File: config.mk
export PLATFORM = sky130hd
export DESIGN_NAME = flag_counter_prog
export DESIGN_NICKNAME = d
export VERILOG_FILES = /design/src/rtl/flag_counter_prog.sv
export SDC_FILE = /design/constraint.sdc
export NUM_CORES = 1
export LEC_CHECK = 0
export BUFFER_PORTS_ARGS = -buffer_cell sky130_fd_sc_hd__buf_2
export CAP_MARGIN = 20
export CORE_MARGIN = 8
export CORE_UTILIZATION = 39
export DETAILED_ROUTE_END_ITERATION = 8
export SETUP_SLACK_MARGIN = 0.5
export SYNTH_ARGS = -nofsm -noshare
export SYNTH_HDL_FRONTEND = slang
export SYNTH_SLANG_ARGS = --single-unit
File: constraint.sdc
create_clock -name clk -period 2.1 [get_ports clk]
set_clock_uncertainty 0.15 [all_clocks]
set_input_delay 0 -clock clk [delete_from_list [all_inputs] [get_ports clk]]
set_output_delay 0 -clock clk [all_outputs]
set_load 0.02 [all_outputs]
File: src/rtl/flag_counter_prog.sv
// Run-time programmable terminal counter: one-shot or periodic runs, enable pauses the count,
// registered terminal tick, sticky done and a look-ahead near flag.
module flag_counter_prog #(
   parameter int NBITS     = 4,
   parameter int LOOKAHEAD = 1
) (
   input  logic             clk,
   input  logic             reset,
   input  logic             clear,
   input  logic             start,
   input  logic             enable,
   input  logic             mode,
   input  logic [NBITS-1:0] term_value,
   output logic [NBITS-1:0] count,
   output logic             busy,
   output logic             done,
   output logic             tick,
   output logic             near
);

   typedef enum logic [1:0] {
      IDLE = 2'd0,
      RUN  = 2'd1,
      DONE = 2'd2
   } state_t;

   localparam logic [NBITS-1:0] ZERO = {NBITS{1'b0}};
   localparam logic [NBITS-1:0] ONE  = NBITS'(1);
   localparam logic [NBITS-1:0] LOOK = NBITS'(LOOKAHEAD);

   state_t           state_r, next_state_s;
   logic [NBITS-1:0] count_r, next_count_s;
   logic [NBITS-1:0] term_r, next_term_s;
   logic             mode_r, next_mode_s;
   logic             tick_r, next_tick_s;
   logic [NBITS-1:0] count_inc_s;

   // count stays below term_r while running, so this increment cannot wrap
   assign count_inc_s = count_r + ONE;

   // State and datapath registers
   always_ff @(posedge clk or negedge reset) begin
      if (!reset) begin
         state_r <= IDLE;
         count_r <= ZERO;
         term_r  <= ZERO;
         mode_r  <= 1'b0;
         tick_r  <= 1'b0;
      end else begin
         state_r <= next_state_s;
         count_r <= next_count_s;
         term_r  <= next_term_s;
         mode_r  <= next_mode_s;
         tick_r  <= next_tick_s;
      end
   end

   // Next-state and datapath update: clear beats start, start beats counting
   always_comb begin
      next_state_s = state_r;
      next_count_s = count_r;
      next_term_s  = term_r;
      next_mode_s  = mode_r;
      next_tick_s  = 1'b0;
      if (clear) begin
         next_state_s = IDLE;
         next_count_s = ZERO;
      end else if (start) begin
         next_term_s  = term_value;
         next_mode_s  = mode;
         next_count_s = ZERO;
         if (term_value == ZERO) begin
            next_state_s = DONE;
            next_tick_s  = 1'b1;
         end else begin
            next_state_s = RUN;
         end
      end else begin
         case (state_r)
            IDLE: begin
               next_count_s = ZERO;
            end
            RUN: begin
               if (enable) begin
                  if (count_inc_s == term_r) begin
                     next_tick_s = 1'b1;
                     if (mode_r) begin
                        next_count_s = ZERO;
                     end else begin
                        next_count_s = term_r;
                        next_state_s = DONE;
                     end
                  end else begin
                     next_count_s = count_inc_s;
                  end
               end else begin
                  next_count_s = count_r;
               end
            end
            DONE: begin
               next_count_s = term_r;
            end
            default: begin
               next_state_s = IDLE;
               next_count_s = ZERO;
            end
         endcase
      end
   end

   // Status decodes from the registered state and count
   always_comb begin
      busy = 1'b0;
      done = 1'b0;
      near = 1'b0;
      case (state_r)
         RUN:     busy = 1'b1;
         DONE:    done = 1'b1;
         default: begin
            busy = 1'b0;
            done = 1'b0;
         end
      endcase
      if ((state_r == RUN) && (term_r >= LOOK) && (count_r == (term_r - LOOK))) begin
         near = 1'b1;
      end else begin
         near = 1'b0;
      end
   end

   assign count = count_r;
   assign tick  = tick_r;

endmodule

### Yosys cells after proc, flatten, opt, wreduce, memory -nomap -nowiden

Index checks and enable logic that the tools add are counted.

* mux-type cells: 22
* bitwise gates (word level): 1
* magnitude comparators: 1
* equality and inequality tests: 8
* reduce and logical (&&, ||, !) cells: 7
* add/sub/neg operators: 2

Operators by type and width (count)
* two-way mux 4 bit: 5
* two-way mux 2 bit: 6
* != test 4 bit, second input constant: 3
* two-way mux 1 bit: 9
* == test 4 bit: 2
* one-hot mux 4 bit (2 select lines): 1
* adder 4 x 1 -> 4 bit, second input constant: 1
* greater-or-equal comparator 4 x 1 -> 1 bit, second input constant: 1
* logical NOT 4 bit: 1
* one-hot mux 2 bit (2 select lines): 1
* AND reduction 4 bit: 1
* subtractor 4 x 1 -> 4 bit, second input constant: 1
* != test 3 x 1 -> 1 bit, second input constant: 1
* == test 2 x 1 -> 1 bit, second input constant: 1
* == test 2 bit, second input constant: 1
* logical AND 1 bit: 2
* logical NOT 2 bit: 1
* AND reduction 2 bit: 1
* OR reduction 2 bit: 1
* NOT 1 bit: 1

* word-level logic and storage cells: 46
* bits of input ports: 10
* bits in registers: 12

### Depth between registers and ports, before layout

Gate-level depths: netlist (run 1).

* word-level depth: 7
* depth in mapped cells: 6
* gate-level depth less buffers: 6

### Worst setup path after synthesis (run 1)

Ideal clock, no wire load.

* kind: reg-to-reg
* from: reg count_r[0] (netlist: count[0])
* to: reg tick_r (netlist: tick)
* data required time: 1.873 ns
* path buffers: 0
* arrival time: 1.828 ns
* setup time: 0.077 ns
* clock period less this slack: 2.055 ns
* slack: 0.045 ns
* cell stages (with the launch flop): 6
* path through: dfrtp_1 ha_1 xnor2_2 nand3_2 or4_1 a21oi_1

* cells in the longest elaborated chain, start to end: 7

RTL lines
* start: declaration: line 32 `logic [NBITS-1:0] count_r, next_count_s;`
* start signal: assignment: line 51 `count_r <= next_count_s;`
* adder 4 x 1 -> 4 bit: line 39 `assign count_inc_s = count_r + ONE;`
* == test 4 bit: line 85 `if (count_inc_s == term_r) begin`
* two-way mux 1 bit: line 85
* two-way mux 1 bit: line 84 `if (enable) begin`
* two-way mux 1 bit: line 79 `case (state_r)`
* two-way mux 1 bit: line 68 `end else if (start) begin`
* two-way mux 1 bit: line 65 `if (clear) begin`
* via next_tick_s: line 35 `logic tick_r, next_tick_s;`
* end signal: assignment: line 54 `tick_r <= next_tick_s;`
* end: declaration: line 35

The timed path passes the listed nets, and every way through them passes these cells.
A chain may end at the register's enable or synchronous reset.

### Worst setup path after layout (run 1)

* from: reg term_r[0]
* to: out near

* cells in the longest elaborated chain, start to end: 4

RTL lines
* start: declaration: line 33 `logic [NBITS-1:0] term_r, next_term_s;`
* start signal: assignment: line 52 `term_r <= next_term_s;`
* subtractor 4 x 1 -> 4 bit or greater-or-equal comparator 4 x 1 -> 1 bit (tied branches): line 124 `if ((state_r == RUN) && (term_r >= LOOK) && (count_r == (term_r - LOOK))) begin`
* == test 4 bit or logical AND 1 bit (tied branches): line 124
* logical AND 1 bit *: line 124
* two-way mux 1 bit *: line 124
* end: declaration: line 18 `output logic near`

Every way passes the cells marked *; elsewhere a longest branch is shown, timed or not.

==> results by group, run 1 <==
Drt
  • Total Routed Length: 3270 um
  • Detail-routed via count per cell: 5.42
  • 1st-iter DRT viols: 21
  • DRC violation count after routing: 0
  • Routed WL per cell: 18.2 um
  • Vias post-DR: 971
  • Count of antenna-violating nets left after detailed routing: 0
  • Count of TritonRoute iterations in the first routing pass: 4

Pwr
  • Leak Pwr: 0.000670 uW
  • Power density cells: 499 nW/um^2
  • Maximum VDD drop: 0.516 mV

Clock network
  • TritonCTS Sinks: 12
  • Clk Latency, worst-skew pair: 0.27 ns
  • TritonCTS clock tree: yes
  • Number of buffers created by CTS: 3
  • Clk Tree Root Cell: clkbuf_4
  • Clock-pin slew reported for the worst setup and hold paths after clock tree synthesis: 0.08 ns
  • Clock tree buffer depth: 2
  • H-Tree Level Count: 1

Yosys
  • Sequential cell area fraction in the yosys report: 32.8%
  • Post-synth design cell area: 916 um^2
  • Mapped Avg Cell Area: 9.54 um^2
  • Post-synth top flop: dfrtp_1
  • Biggest area consumer among synthesized cells: dfrtp_1
  • Most instantiated library cell after synthesis: nand2_1
  • Share of synthesized registers carrying an async set or reset: 100%
  • EDFF count, synth: 0
  • Most numerous cell types in the synthesized netlist: nand2_1, dfrtp_1, ha_1
  • Synthesis-stage register bit count: 12
  • Top-area cell type share of the netlist area: 32.8%
  • Yosys warns: 0
  • Number of distinct library cell variants in the gate-level netlist after synthesis: 37
  • Area contributors post-synth: dfrtp_1, ha_1, nand2_1
  • Number of nets in the synthesized netlist: 112
  • Mapped Cells: 96

Min path
  • HP Class: in -> reg
  • Startpoint of the most critical hold path: start

Worst setup path
  • Worst path slowest cell: or4b_1
  • Required time of the critical path: 1.95 ns
  • Startpoint of the most critical setup path: term_r[0]$_DFFE_PN0P_
  • Worst reg2reg startpoint: state_r[0]$_DFFE_PN0P_
  • Sort of element at the start of the critical path: flip-flop
  • Family with the most delay on the worst path: simple AND/OR/NAND/NOR gates
  • Worst EP arrival: 1.67 ns
  • Setup CP Type: reg -> out
  • Maximum fanout along the worst path: 4
  • Crit path buf inv count: 1
  • Slowest cell delay on critical path: 0.47 ns
  • CP endpoint kind: primary output
  • Crit path cell chain: ha_1 -> or4b_1 -> nand4_1 -> nor3_2 -> buf_4

Cells and area
  • Filler Cells Inserted: 162
  • Total inserted antenna cells: 0
  • Share of final-layout standard cells stronger than drive strength 1: 55.6%
  • # nets final: 168
  • Area added between synthesis and finish: 73.9%
  • Final design area excluding fillers: 1590 um^2

STA
  • Tightest Pin Transition: 0.404 ns
  • Setup repair after global routing missed its margin: yes
  • Post-layout min period: 1.82 ns
  • Final Max Tran Viols: 0
  • Achievable clock frequency: 549 MHz
  • Total negative setup slack: 0 ns
  • Finish-stage setup viols: 0
  • Final Hold Fails: 0
  • Final period utilization: 86.7%
  • Relative slew slack: 72.9%

Floorplanning
  • Initial cell density of the core: 41.4%
  • Number of primary I/O pins: 18
  • Total die area: 4160 um^2
  • Die Wd: 64.5 um
  • Number of rows created at floorplan: 17
  • Core ar.: 2210 um^2
  • Height of the die: 64.5 um

GRT
  • Via count of the first global-routing pass: 1076
  • Global-route congestion overflow total: 0
  • Largest net degree at the start of global routing: 10
  • Total track usage: 16.0%
  • First-pass GRT wire length: 5230 um
  • Antenna violations before repair: 0

Placement
  • Final estimated routing congestion in global placement: 0.822
  • Post-detailed-placement cell area: 1090 um^2
  • Post-detail-place hpwl: 1960 um
  • Port bufs: 17

Run status
  • Status: completed

Run
  • Max cap viols: 0
metal layers:
layer  share of wire [%]  global-route usage (%)  wire [um]  up-vias
met3                 5.2                    4.64        169        8
met5                   0                       0          0        -
li1                    -                       -          -      463
met4                 2.3                    7.08         75        0
met2                  53                    28.6       1730       36
met1                  39                    17.0       1290      464
layout make-up:
| cell class | count | area [um^2] | share of cell area (%) |
|---|---|---|---|
| repair buffers | 52 | 393 | 24.7 |
| multi-input cells | 79 | 805 | 50.5 |
| inverters | 4 | 15.0 | 0.943 |
| well taps | 28 | 35.0 | 2.20 |
| clock buffers | 4 | 36.3 | 2.28 |
| flip-flops and latches | 12 | 309 | 19.4 |
per-stage QoR:
| stage | utilization, % | hold WS, ns | power [uW] | setup WS, ns | instances |
|---|---|---|---|---|---|
| after floorplan | - | -0.446 | 406 | 0.240 | 96 |
| after global routing | 72.0 | 0.0765 | 836 | 0.193 | 179 |
| after detailed placement | 49.4 | -0.243 | 468 | 0.0841 | 144 |
| final | 72.0 | 0.0459 | 795 | 0.279 | 179 |
| after CTS | 69.5 | 0.0162 | 777 | 0.261 | 176 |
| after global placement | 49.4 | -0.240 | 466 | 0.129 | 144 |
sequential cells by signal (all words and copies together) (netlist names):
register	count
tick	1
mode_r	1
count	4
term_r	4
state_r	2
final timing paths:
check,endpoint,slack [ns],cells past startpoint
min in group asynchronous,term_r[2]$_DFFE_PN0P_,0.52,3
worst max register to register,count[1]$_DFFE_PN0N_,0.28,6
worst min register to register,term_r[1]$_DFFE_PN0P_,0.45,2
max in group asynchronous,term_r[0]$_DFFE_PN0P_,0.98,3
worst max-delay path,near,0.28,5
worst min-delay path,tick$_DFF_PN0_,0.05,3
worst reg2reg max path, delay by kind of cell, from the launching register on:
family / cells / cell delay [ns]
flops: 1 / 0.37
simple gates: 3 / 0.79
buf+inv: 1 / 0.06
fa+ha+maj: 1 / 0.25
compound gates: 1 / 0.11
cell families (layout without fill, tap and decap cells):
| group | count (synthesis) | count (layout) | synth area share (%) |
|---|---|---|---|
| AO/OA/AOI/OAI | 19 | 19 | 14.9 |
| XOR/XNOR | 11 | 11 | 15.4 |
| adder cells (fa/ha/maj) | 6 | 6 | 8.20 |
| AND/OR/NAND/NOR | 42 | 42 | 24.7 |
| buffers and inverters | 5 | 60 | 2.87 |
| flip-flops | 12 | 12 | 32.8 |
| multiplexers | 1 | 1 | 1.09 |
placed cells by master, fill, tap and decap left out, drive strengths merged, types with 2 or more instances in the layout:
cell / Yosys / final
buf: 1 / 41
nand2: 13 / 13
dfrtp: 12 / 12
dlygate4sd3: 0 / 11
ha: 6 / 6
xnor2: 5 / 5
xor2: 5 / 5
inv: 4 / 4
nand4: 4 / 4
a21oi: 4 / 4
nand2b: 4 / 4
clkbuf: 0 / 4
nor3: 4 / 4
nor2: 4 / 4
nand3: 3 / 3
a211oi: 3 / 3
or4: 2 / 2
o211ai: 2 / 2
o21ai: 2 / 2
and3: 2 / 2
repair_timing:
| item | 4_1_cts | 5_1_grt |
|---|---|---|
| setup buffers | 17 | 3 |
| pin swaps | 8 | 8 |
| hold buffers | 11 | 0 |
| setup endpoints to repair | 8 | 8 |
| hold endpoints to repair | 21 | 0 |
| gates resized for setup | 36 | 5 |
where the power goes:
| part | switching [uW] | leakage, uW | total, uW | internal, uW |
|---|---|---|---|---|
| clock network | 80.3 | 0.0000210 | 186 | 105 |
| registers | 21.6 | 0.000147 | 271 | 249 |
| logic | 167 | 0.000501 | 339 | 172 |
(Power assumes the default switching activity.)
==> inputs of run 2 (changes only) <==
Settings changed: CTS_BUF_LIST set to sky130_fd_sc_hd__clkbuf_16.
==> results by group, run 2 (synthesis results as in run 1) <==
Placement
  • Worst Setup Slack post-DPL: 0.0841 ns
  • Post-detailed-placement cell area: 1090 um^2
  • Final estimated routing congestion in global placement: 0.822
  • Post-detail-place hpwl: 1960 um
  • Port bufs: 17

Drt
  • 1st-iter DRT viols: 34
  • Detail-routed via count per cell: 5.41
  • Met3 WL: 157 um
  • Routed WL per cell: 17.9 um
  • Count of TritonRoute iterations in the first routing pass: 4
  • Top Layer Used: met4
  • Total Routed Length: 3170 um
  • DRC violation count after routing: 0
  • Met2 layer wire length in the routed design: 1700 um
  • Post-route met1 wirelength: 1260 um
  • Count of antenna-violating nets left after detailed routing: 0
  • Vias post-DR: 958

Worst setup path
  • Worst EP arrival: 1.84 ns
  • Required time of the critical path: 2.10 ns
  • Sort of element at the start of the critical path: flip-flop
  • Maximum fanout along the worst path: 6
  • Setup CP Type: reg -> reg
  • CP endpoint kind: flip-flop

Floorplanning
  • Initial cell density of the core: 41.4%
  • Core ar.: 2210 um^2
  • Total die area: 4160 um^2
  • Number of primary I/O pins: 18
  • Number of rows created at floorplan: 17
  • Height of the die: 64.5 um
  • Die Wd: 64.5 um

STA
  • Worst setup margin: 0.262 ns
  • Finish-stage setup viols: 0
  • Post-layout min period: 1.84 ns
  • Total negative setup slack: 0 ns
  • Setup repair after global routing missed its margin: yes
  • Final period utilization: 87.5%
  • Tightest Pin Transition: 0.421 ns
  • Relative slew slack: 71.9%
  • Final Hold Slack: 0.0210 ns
  • Achievable clock frequency: 544 MHz
  • Final Max Tran Viols: 0
  • Final Hold Fails: 0

Cells and area
  • Sequential cell area: 309 um^2
  • Commonest non-fill, non-tap cell in the layout: buf_4
  • Filler Cells Inserted: 174
  • Multi-input combinational cell area: 759 um^2
  • Most used cells in the layout excluding fill and tap cells: buf_4, buf_2, nand2_1
  • Final design area excluding fillers: 1580 um^2
  • # nets final: 166
  • Total inserted antenna cells: 0
  • Share of final-layout standard cells stronger than drive strength 1: 52.3%
  • Area added between synthesis and finish: 72.0%
  • Share of the core filled with cells in the final layout: 71.2%

Pwr
  • Leak Pwr: 0.000672 uW
  • Power density cells: 607 nW/um^2
  • Maximum VDD drop: 0.469 mV

GRT
  • Largest net degree at the start of global routing: 13
  • Total track usage: 15.6%
  • Global-route congestion overflow total: 0
  • Via count of the first global-routing pass: 1070
  • First-pass GRT wire length: 5110 um
  • Antenna violations before repair: 0

Clock network
  • Number of buffers created by CTS: 3
  • Clock-pin slew reported for the worst setup and hold paths after clock tree synthesis: 0.05 ns
  • Clk Tree Root Cell: clkbuf_16
  • TritonCTS Sinks: 12
  • Clk Latency, worst-skew pair: 0.25 ns
  • TritonCTS clock tree: yes
  • H-Tree Level Count: 1
  • Clock tree buffer depth: 2

Min path
  • HP Class: in -> async

Run
  • Max cap viols: 0

Run status
  • Status: completed
## run 2: changes by cell type in the layout (fill, tap and decap cells not counted), moves of 2 or more
cell / change
dlygate4sd3_1: -2
clkbuf_16: +3
buf_6: -2
clkbuf_4: -3
## run 2: final cells by class
type                    count  share of cell area (%)
flip-flops and latches     12                    19.6
well taps                  28                    2.22
clock buffers               3                    4.77
clock inverters             1                   0.238
repair buffers             50                    24.0
multi-input cells          79                    48.2
inverters                   4                   0.953
## run 2: metal layers
layer	vias to the layer above	global-route usage, %
met4	0	7.63
met2	23	28.6
met1	471	16.4
met5	-	0
met3	5	3.61
li1	459	-
## run 2: path summary, 6_finish.rpt
| kind | start | end | slack (ns) | cells after the start |
|---|---|---|---|---|
| min in group clk | start | tick$_DFF_PN0_ | 0.04 | 3 |
| max in group asynchronous | reset | count[2]$_DFFE_PN0N_ | 1.52 | 2 |
| max | term_r[3]$_DFFE_PN0P_ | count[1]$_DFFE_PN0N_ | 0.26 | 5 |
| max reg2reg | term_r[3]$_DFFE_PN0P_ | count[1]$_DFFE_PN0N_ | 0.26 | 5 |
| min | reset | tick$_DFF_PN0_ | 0.02 | 2 |
| min reg2reg | term_r[1]$_DFFE_PN0P_ | term_r[1]$_DFFE_PN0P_ | 0.45 | 2 |
## run 2: through the flow
| step | total power [uW] | cells |
|---|---|---|
| floorplan | 406 | 96 |
| global placement | 466 | 144 |
| detailed placement | 468 | 144 |
| CTS | 921 | 172 |
| global route | 995 | 177 |
| finish | 957 | 177 |
## run 2: where the power goes
group	total, uW	internal (uW)	switching (uW)
logic	326	165	161
registers	269	250	18.9
clock network	362	252	110
## run 2: timing repair
item,4_1_cts,5_1_grt
endpoints found under the hold margin,20,0
hold buffers,9,0
cloned,0,0
buffers inserted,15,5
resized for setup,24,7
pin swaps,8,7
endpoints found under the setup margin,8,8
## run 2: worst max-delay path, cell delays in order, from the launching register on
cell,delay (ns)
dfrtp_2,0.42
buf_12,0.13
xnor2_4,0.26
xor2_4,0.15
or4_1,0.51
o211ai_1,0.11
==> inputs of run 3 (changes only) <==
Settings changed: SETUP_SLACK_MARGIN 0.5 to not set.
==> results by group, run 3 (synthesis results as in run 1) <==
Drt
  • Count of TritonRoute iterations in the first routing pass: 4
  • Count of antenna-violating nets left after detailed routing: 0
  • Detail-routed via count per cell: 5.50
  • 1st-iter DRT viols: 23
  • Vias post-DR: 874
  • Routed WL per cell: 15.7 um
  • DRC violation count after routing: 0
  • Total Routed Length: 2490 um

Clock network
  • Number of setup buffers added after CTS: 0
  • Number of buffers created by CTS: 3
  • TritonCTS Sinks: 12
  • Clock-pin slew reported for the worst setup and hold paths after clock tree synthesis: 0.05 ns
  • H-Tree Level Count: 1
  • Clk Tree Root Cell: clkbuf_16
  • TritonCTS clock tree: yes
  • Clock tree buffer depth: 2
  • Clk Latency, worst-skew pair: 0.24 ns

Cells and area
  • Area added between synthesis and finish: 35.8%
  • Total inserted antenna cells: 0
  • Commonest non-fill, non-tap cell in the layout: buf_2
  • # nets final: 148
  • Share of final-layout standard cells stronger than drive strength 1: 26.0%
  • Most used cells in the layout excluding fill and tap cells: buf_2, nand2_1, dfrtp_1
  • Final design area excluding fillers: 1240 um^2

Worst setup path
  • Sort of element at the start of the critical path: flip-flop
  • CP endpoint kind: primary output
  • Worst path slowest cell: dfrtp_1
  • Required time of the critical path: 1.95 ns
  • Maximum fanout along the worst path: 5
  • Setup CP Type: reg -> out
  • Worst EP arrival: 1.85 ns
  • FF-to-FF setup slack: 0.13 ns
  • Crit path cell chain: inv_1 -> ha_1 -> or4b_1 -> nand4_1 -> nor3_1 -> buf_2
  • Reg2reg path depth: 5
  • Slowest cell delay on critical path: 0.49 ns

Floorplanning
  • Core ar.: 2210 um^2
  • Total die area: 4160 um^2
  • Number of rows created at floorplan: 17
  • Die Wd: 64.5 um
  • Height of the die: 64.5 um
  • Initial cell density of the core: 41.4%
  • Number of primary I/O pins: 18

STA
  • Total negative setup slack: 0 ns
  • Final Max Tran Viols: 0
  • Final period utilization: 95.3%
  • Setup repair after global routing missed its margin: no
  • Final Hold Fails: 0
  • Finish-stage setup viols: 0
  • Post-layout min period: 2.00 ns
  • Achievable clock frequency: 500 MHz
  • Relative slew slack: 72.5%
  • Tightest Pin Transition: 0.411 ns

Pwr
  • Power density cells: 670 nW/um^2
  • Maximum VDD drop: 0.539 mV
  • Leak Pwr: 0.000574 uW

GRT
  • Largest net degree at the start of global routing: 13
  • Via count of the first global-routing pass: 918
  • Antenna violations before repair: 0
  • First-pass GRT wire length: 4220 um
  • Global-route congestion overflow total: 0
  • Total track usage: 12.7%

Run status
  • Status: completed

Placement
  • Final estimated routing congestion in global placement: 0.831
  • Post-detail-place hpwl: 1850 um
  • Post-detailed-placement cell area: 1070 um^2
  • Port bufs: 17

Min path
  • HP Class: in -> async

Run
  • Max cap viols: 0
==> run 3: cell count changes in the layout (fill, tap and decap cells not counted), sizes merged <==
cell  previous run  this run
buf             41        23
==> run 3: power breakdown <==
part           total, uW  internal [uW]  switching [uW]
clock network        362            252             110
logic                196           92.3             103
registers            276            248            27.2
total                833            593             240
==> run 3: final timing paths <==
kind | startpoint | endpoint
max | term_r[1]$_DFFE_PN0P_ | near
min | reset | term_r[3]$_DFFE_PN0P_
max reg2reg | count[0]$_DFFE_PN0N_ | tick$_DFF_PN0_
min reg2reg | state_r[0]$_DFFE_PN0P_ | state_r[0]$_DFFE_PN0P_
max in group asynchronous | reset | count[2]$_DFFE_PN0N_
min in group clk | mode | mode_r$_DFFE_PN0P_
==> run 3: cell type report <==
type                       count  area [um^2]
fill                         196          968
multi-input combinational     79          594
sequential                    12          300
timing repair buffer          32          220
clock buffer                   3         75.1
tap                           28         35.0
inverter                       4         15.0
clock inverter                 1         3.75
==> run 3: worst max-delay path, delay by kind of cell, from the launching register on <==
family                     cells  cell delay [ns]
adders and majority gates      1             0.19
buffers and inverters          2             0.30
DFF                            1             0.49
and+or+nand+nor                3             0.64
==> run 3: what timing repair did <==
item	4_1_cts	5_1_grt
hold buffers	9	0
resized for setup	0	1
endpoints found under the setup margin	0	2
hold endpoints to repair	21	0
==> run 3: per-layer routing <==
layer | up-vias | part of all wire [%] | GRT usage [%]
met5 | - | 0 | 0
met4 | 0 | 1.9 | 6.81
met3 | 5 | 5.6 | 3.09
met2 | 24 | 48 | 21.5
met1 | 422 | 44 | 14.4
li1 | 423 | - | -
==> run 3: stage by stage <==
step,setup WS [ns],util [%],cells,hold slack (ns),total power (uW)
final,0.0984,56.2,159,0.0261,833
after global routing,0.0140,56.2,159,0.0775,863
after CTS,0.0911,56.0,159,0.0370,833
after detailed placement,0.115,48.4,146,-0.248,459
after global placement,0.111,48.4,146,-0.251,456
after floorplan,0.0450,-,96,-0.446,399
